File: config.mk
export PLATFORM = sky130hd
export DESIGN_NAME = seq_multiplier
export DESIGN_NICKNAME = d
export VERILOG_FILES = /design/src/rtl/seq_multiplier_pkg.sv /design/src/rtl/seq_multiplier_shift_add_step.sv /design/src/rtl/seq_multiplier.sv
export SDC_FILE = /design/constraint.sdc
export NUM_CORES = 1
export LEC_CHECK = 0
export ABC_CLOCK_PERIOD_IN_PS = 2830
export CELL_PAD_IN_SITES_DETAIL_PLACEMENT = 0
export CELL_PAD_IN_SITES_GLOBAL_PLACEMENT = 1
export CORE_MARGIN = 2
export CORE_UTILIZATION = 42
export CTS_CLUSTER_SIZE = 25
export DETAILED_ROUTE_END_ITERATION = 10
export PLACE_DENSITY_LB_ADDON = 0.1
export SETUP_SLACK_MARGIN = 0.3
export SYNTH_ARGS = -nofsm -noshare
export SYNTH_HDL_FRONTEND = slang
export SYNTH_SLANG_ARGS = --single-unit
File: constraint.sdc
create_clock -name i_clk -period 2.83 [get_ports i_clk]
set_input_delay 0.283 -clock i_clk [delete_from_list [all_inputs] [get_ports i_clk]]
set_output_delay 0.283 -clock i_clk [all_outputs]
set_load 0.01 [all_outputs]
File: src/rtl/seq_multiplier_pkg.sv
// ---------------------------------------------------------------------------
// seq_multiplier_pkg
// Shared definitions for the sequential shift-add multiplier.
//   mulState_e : controller states (IDLE waits for a request, CALC performs
//                one partial product per cycle, FIN applies the sign and
//                registers the result).
//   cntWidth() : width of the iteration counter for a given operand width,
//                sized so the counter can hold the value WIDTH.
// ---------------------------------------------------------------------------
package seq_multiplier_pkg;

  typedef enum logic [1:0] {
    IDLE = 2'd0,
    CALC = 2'd1,
    FIN  = 2'd2
  } mulState_e;

  // Counter width CNT_W = $clog2(WIDTH+1) for the multiplier instance.
  function automatic int cntWidth(input int width);
    return $clog2(width + 1);
  endfunction

endpackage

File: src/rtl/seq_multiplier_shift_add_step.sv
// ---------------------------------------------------------------------------
// shift_add_step
// One iteration of the shift-add multiply: conditionally adds the
// multiplicand into the upper half of the {acc, multiplier} pair, keeping
// the carry, then shifts the whole pair right by one bit.
// Ports:
//   i_acc      : current accumulator (upper half of the pair)
//   i_mcand    : multiplicand magnitude
//   i_mplier   : current multiplier (lower half of the pair); bit 0 decides
//                whether the multiplicand is added this step
//   o_acc      : accumulator after add and shift
//   o_mplier   : multiplier after shift, with the sum's LSB shifted in
// ---------------------------------------------------------------------------
module shift_add_step #(
  parameter int WIDTH = 8
) (
  input  logic [WIDTH-1:0] i_acc,
  input  logic [WIDTH-1:0] i_mcand,
  input  logic [WIDTH-1:0] i_mplier,
  output logic [WIDTH-1:0] o_acc,
  output logic [WIDTH-1:0] o_mplier
);

  logic [WIDTH:0] w_sum;

  // The add is WIDTH+1 bits wide so the carry out of the accumulator is
  // kept; it becomes the new accumulator MSB after the shift.
  always_comb begin
    w_sum = {1'b0, i_acc};
    if (i_mplier[0]) begin
      w_sum = {1'b0, i_acc} + {1'b0, i_mcand};
    end
  end

  // Right shift of the concatenated {sum, multiplier} pair: the sum's LSB
  // moves into the top of the multiplier half, which ends up holding the
  // low half of the product once all iterations are done.
  assign o_acc    = w_sum[WIDTH:1];
  assign o_mplier = {w_sum[0], i_mplier[WIDTH-1:1]};

endmodule

File: src/rtl/seq_multiplier.sv
// ---------------------------------------------------------------------------
// seq_multiplier
// Sequential shift-add multiplier producing a full 2*WIDTH-bit product in
// WIDTH+1 cycles, with optional two's-complement operands and an overflow
// flag for a WIDTH-bit result path.
// Ports:
//   i_clk         : rising-edge clock
//   i_rst_n       : synchronous active-low reset
//   i_start       : request, only looked at while idle
//   i_signed_mode : 1 = signed operands/product, 0 = unsigned (with start)
//   i_a, i_b      : multiplicand and multiplier (captured with start)
//   o_busy        : high while a product is being computed
//   o_done        : single-cycle pulse when o_p/o_overflow are new
//   o_p           : product, held until the next done
//   o_overflow    : product does not fit in WIDTH bits (signed or unsigned)
// ---------------------------------------------------------------------------
module seq_multiplier
  import seq_multiplier_pkg::*;
#(
  parameter int WIDTH = 8
) (
  input  logic                 i_clk,
  input  logic                 i_rst_n,
  input  logic                 i_start,
  input  logic                 i_signed_mode,
  input  logic [WIDTH-1:0]     i_a,
  input  logic [WIDTH-1:0]     i_b,
  output logic                 o_busy,
  output logic                 o_done,
  output logic [2*WIDTH-1:0]   o_p,
  output logic                 o_overflow
);

  localparam int CNT_W = cntWidth(WIDTH);
  localparam int PW    = 2 * WIDTH;

  mulState_e r_state;
  mulState_e w_nextState;

  logic [WIDTH-1:0] r_mcand;
  logic [WIDTH-1:0] r_mplier;
  logic [WIDTH-1:0] r_acc;
  logic [CNT_W-1:0] r_cnt;
  logic             r_neg;
  logic             r_mode;
  logic             r_busy;
  logic             r_done;
  logic             r_overflow;
  logic [PW-1:0]    r_p;

  logic [WIDTH-1:0] w_magA;
  logic [WIDTH-1:0] w_magB;
  logic [WIDTH-1:0] w_stepAcc;
  logic [WIDTH-1:0] w_stepMplier;
  logic [PW-1:0]    w_product;
  logic [PW-1:0]    w_pFinal;
  logic             w_overflow;
  logic             w_lastIter;

  // Operand magnitudes. Negating the most negative value wraps back to the
  // same bit pattern, which read as unsigned is exactly 2^(WIDTH-1), so the
  // WIDTH-bit magnitude register is always wide enough.
  assign w_magA = (i_signed_mode && i_a[WIDTH-1]) ? -i_a : i_a;
  assign w_magB = (i_signed_mode && i_b[WIDTH-1]) ? -i_b : i_b;

  shift_add_step #(
    .WIDTH (WIDTH)
  ) u_step (
    .i_acc    (r_acc),
    .i_mcand  (r_mcand),
    .i_mplier (r_mplier),
    .o_acc    (w_stepAcc),
    .o_mplier (w_stepMplier)
  );

  // After the last iteration the {acc, multiplier} pair holds the unsigned
  // product of the magnitudes; the sign is reapplied here. A zero product
  // stays zero when negated, so no special case is needed for zero operands.
  assign w_product = {r_acc, r_mplier};
  assign w_pFinal  = r_neg ? -w_product : w_product;

  // Unsigned: any set bit in the upper half means the result needs more
  // than WIDTH bits. Signed: the upper half plus the result sign bit must be
  // a pure sign extension (all ones or all zeros) to fit in WIDTH bits.
  always_comb begin
    w_overflow = 1'b0;
    if (r_mode) begin
      w_overflow = !((&w_pFinal[PW-1:WIDTH-1]) || !(|w_pFinal[PW-1:WIDTH-1]));
    end else begin
      w_overflow = |w_pFinal[PW-1:WIDTH];
    end
  end

  assign w_lastIter = (r_cnt == CNT_W'(WIDTH - 1));

  // State register for the controller.
  always_ff @(posedge i_clk) begin
    if (!i_rst_n) begin
      r_state <= IDLE;
    end else begin
      r_state <= w_nextState;
    end
  end

  // Next-state logic: a request is only honoured while idle, CALC runs for
  // exactly WIDTH iterations, and FIN always returns to IDLE so a new start
  // can be accepted in the same cycle that done is high.
  always_comb begin
    w_nextState = r_state;
    case (r_state)
      IDLE: if (i_start) w_nextState = CALC;
      CALC: if (w_lastIter) w_nextState = FIN;
      FIN:  w_nextState = IDLE;
      default: w_nextState = IDLE;
    endcase
  end

  // Datapath and registered outputs. Operands are captured only on an
  // accepted start, so input changes while busy are ignored. Busy is
  // registered from the next state so it rises with the accepting edge and
  // falls with the edge that raises done.
  always_ff @(posedge i_clk) begin
    if (!i_rst_n) begin
      r_mcand    <= '0;
      r_mplier   <= '0;
      r_acc      <= '0;
      r_cnt      <= '0;
      r_neg      <= 1'b0;
      r_mode     <= 1'b0;
      r_busy     <= 1'b0;
      r_done     <= 1'b0;
      r_overflow <= 1'b0;
      r_p        <= '0;
    end else begin
      r_done <= 1'b0;
      r_busy <= (w_nextState != IDLE);
      case (r_state)
        IDLE: begin
          if (i_start) begin
            r_mcand  <= w_magA;
            r_mplier <= w_magB;
            r_acc    <= '0;
            r_cnt    <= '0;
            r_neg    <= i_signed_mode & (i_a[WIDTH-1] ^ i_b[WIDTH-1]);
            r_mode   <= i_signed_mode;
          end
        end
        CALC: begin
          r_acc    <= w_stepAcc;
          r_mplier <= w_stepMplier;
          r_cnt    <= r_cnt + CNT_W'(1);
        end
        FIN: begin
          r_p        <= w_pFinal;
          r_overflow <= w_overflow;
          r_done     <= 1'b1;
        end
        default: begin
        end
      endcase
    end
  end

  assign o_busy     = r_busy;
  assign o_done     = r_done;
  assign o_p        = r_p;
  assign o_overflow = r_overflow;

endmodule

==> results.tsv <==
stage	metric	value	unit
sta	slew_viol_final	0	
global_routing	grt_use_total	0.1960	
critical_path	startpoint	r_mplier[0]	
clocking	numCtsBuffers	5	
layout	mostFrequentLayoutCells	dfxtp_1, nand2_1, clkdlybuf4s50_1, nor2_1, o211a_1	
layout	layout.nets	441	
logic_synthesis	synth_area_per_cell	8.318	µm²
logic_synthesis	async_flop_share	0	
clocking	clockRootBuffer	clkbuf_8	
global_routing	grt_pass1_wl	13350	µm
power_and_ir_drop	leakage	1.660	nW
critical_path	crit_type	register to register	
layout	final_common_cell	dfxtp_1	
sta	fin_crit_sh	0.8599	
die	die_h	90.53	µm
critical_path	worstReg2RegStart	r_mplier[0]	
die	dieWidth	90.53	µm
worst_hold_path	hp-class	register to register	
clocking	clkTransAtPathRegs	0.11	ns
critical_path	critPathRequiredTime	3.01	ns
sta	hold_viol	0	
die	start_util	0.4335	
critical_path	endpoint	o_overflow	
critical_path	worstPathCellList	inv_2 > ha_2 > or4b_4 > o41ai_4 > xor2_2 > nand2_1 > nor4_2 > a311oi_1	
clocking	insertion_delay	0.31	ns
place	port_buffers	38	
clocking	cts_tree	yes	
global_routing	antenna_found_initial	0	
detailed_routing	vias	2818	
place	dp_hpwl	5840	µm
detailed_routing	drc	0	
place	dp.cells	497	
detailed_routing	drtAntennaViolNets	0	
detailed_routing	drt_iter0_drc	136	
die	die-area	8195	µm²
logic_synthesis	ys_ff_latch	51	
global_routing	globalRouteOverflowTotal	0	
clocking	clock-sinks	51	
logic_synthesis	synth-edff-count	0	
critical_path	crit_fanout	7	
critical_path	end_kind	register	
sta	timing.setup.tns	0	ns
sta	layout_min_cycle_time	2.434	ns
clocking	htree_levels	2	
logic_synthesis	yosys-top-cells-area	dfxtp_1, o211a_1, ha_1	
sta	worstMarginPinSlew	0.7620	ns
critical_path	max_stage_delay	0.56	ns
layout	final_cell_count_no_fill	508	
detailed_routing	drt_wl_total	7780	µm
logic_synthesis	synth_top_area_frac	0.3247	
logic_synthesis	yosysSeqAreaShare	0.3247	
sta	finalSetupViolations	0	
layout	drive_gt1_frac	0.1002	
detailed_routing	wl_per_cell	15.31	µm
layout	area_delta_synth_final	20.77	%
sta	max_freq	410.9	MHz
logic_synthesis	ys.flop_type	dfxtp_1	
global_routing	grt_max_degree	29	
power_and_ir_drop	peakVddDrop	0.0002070	V
logic_synthesis	synth_nets	411	
sta	rsz0062_at_grt	false	
layout	antenna_cells	0	
layout	n_fill_cell	724	
detailed_routing	dr.pass1.iters	4	
critical_path	reg2reg_to	o_overflow	
critical_path	cp-start-kind	register	
critical_path	crit_slowest_cell	or4b_4	
power_and_ir_drop	power.density	402.9	nW/µm²
run	drv_cap	0	
die	num_rows	31	
sta	slew_headroom	0.4920	
critical_path	reg2reg_depth	8	
sta	finalClockSkew	0.01451	ns
logic_synthesis	synth_area	3144	µm²
place	routabilityCongestion	0.8077	
global_routing	grt_pass1_vias	2695	
die	ios	39	
logic_synthesis	syn_inst	378	
die	coreArea	7253	µm²
logic_synthesis	synth_largest_area_cell	dfxtp_1	
logic_synthesis	synth.distinct_cells	57	
detailed_routing	avgViaCountPerCell	5.547	
clocking	clock_path_buffers	2	
logic_synthesis	yosys_warnings	0	
status	status	finished clean	
critical_path	r2r_slack	0.40	ns
critical_path	cp_data_arrival_time	2.61	ns
==> cells in the mapped netlist (all sizes together), types with 6 or more instances <==
cell type / count
a21boi: 7
a21oi: 10
a222oi: 6
and2: 6
and3: 6
buf: 6
clkbuf: 22
dfxtp: 51
ha: 12
inv: 12
nand2: 39
nand3: 12
nor2: 29
nor2b: 14
nor3: 8
o211a: 20
o21ai: 17
or3: 10
xnor2: 8
xor2: 17
==> state kept, by name, summed over array words and instances, names as in the netlist <==
name and flops:
o_done 1, o_p 16, r_neg 1, r_acc 8, r_mplier 8, o_overflow 1, o_busy 1, r_mode 1
r_state 2, r_cnt 4, r_mcand 8
==> metal layers <==
metal,share of wire,track usage
met3,0.029,0.02588
met1,0.48,0.2660
met2,0.48,0.3321
met4,0.0095,0.04231
met5,0,0
==> per-stage QoR <==
stage / hold WS (ns) / area [µm²] / utilization / total power [W] / worst slack [ns]
2_1_floorplan: 0.4277 / 3146 / - / 0.0009915 / 0.3186
3_3_place_gp: 0.4586 / 3602 / 0.4966 / 0.001078 / 0.3854
3_5_place_dp: 0.4680 / 3602 / 0.4966 / 0.001079 / 0.3045
4_1_cts: 0.4835 / 3701 / 0.5103 / 0.001527 / 0.3397
5_1_grt: 0.5060 / 3797 / 0.5235 / 0.001616 / 0.2657
6_report: 0.4808 / 3797 / 0.5235 / 0.001530 / 0.3965
==> cell families after synthesis <==
| family | after synthesis | synth area share |
|---|---|---|
| XOR/XNOR | 25 | 0.06964 |
| multiplexers | 4 | 0.01353 |
| flip-flops | 51 | 0.3247 |
| AND/OR/NAND/NOR | 146 | 0.2380 |
| AO/OA/AOI/OAI | 98 | 0.2459 |
| adder cells (fa/ha/maj) | 13 | 0.05412 |
| buffers and inverters | 41 | 0.05411 |
==> timing repair <==
action                                  CTS  global route
hold buffers                              0             0
buffers inserted                          0             3
endpoints found under the setup margin    1             1
gates resized for setup                   2            13
pin swaps                                 0             5
==> critical path: cells and delay by family (launching register included) <==
family          cells  cell delay, ns
xor+xnor            1            0.23
compound gates      2            0.47
flops               1            0.38
buf+inv             1            0.09
fa+ha+maj           1            0.22
simple gates        3            0.91
==> worst min path at each step <==
stage,from,cells past startpoint,to
6_report,o_p[0],2,o_p[0]
5_1_grt,r_mcand[0],2,r_mcand[0]
4_1_cts,o_p[0],2,o_p[0]
3_5_place_dp,o_p[0],2,o_p[0]
3_3_place_gp,o_p[0],2,o_p[0]
2_1_floorplan,i_rst_n,1,o_done
==> area by class of cell <==
cell class | instances | area, µm² | area share
Sequential cell | 51 | 1026 | 0.2702
Tap cell | 99 | 123.9 | 0.03262
Inverter | 13 | 48.80 | 0.01285
Timing Repair Buffer | 51 | 478.0 | 0.1259
Multi-Input combinational cell | 286 | 2024 | 0.5331
Clock buffer | 5 | 68.82 | 0.01812
Clock inverter | 3 | 27.53 | 0.007249
==> power breakdown <==
part           internal, W  switching, W  total [W]
logic             0.000140      0.000168   0.000309
clock network     0.000182      0.000264   0.000447
registers         0.000741     0.0000331   0.000774
No activity file was read; power rests on OpenSTA's default activity.
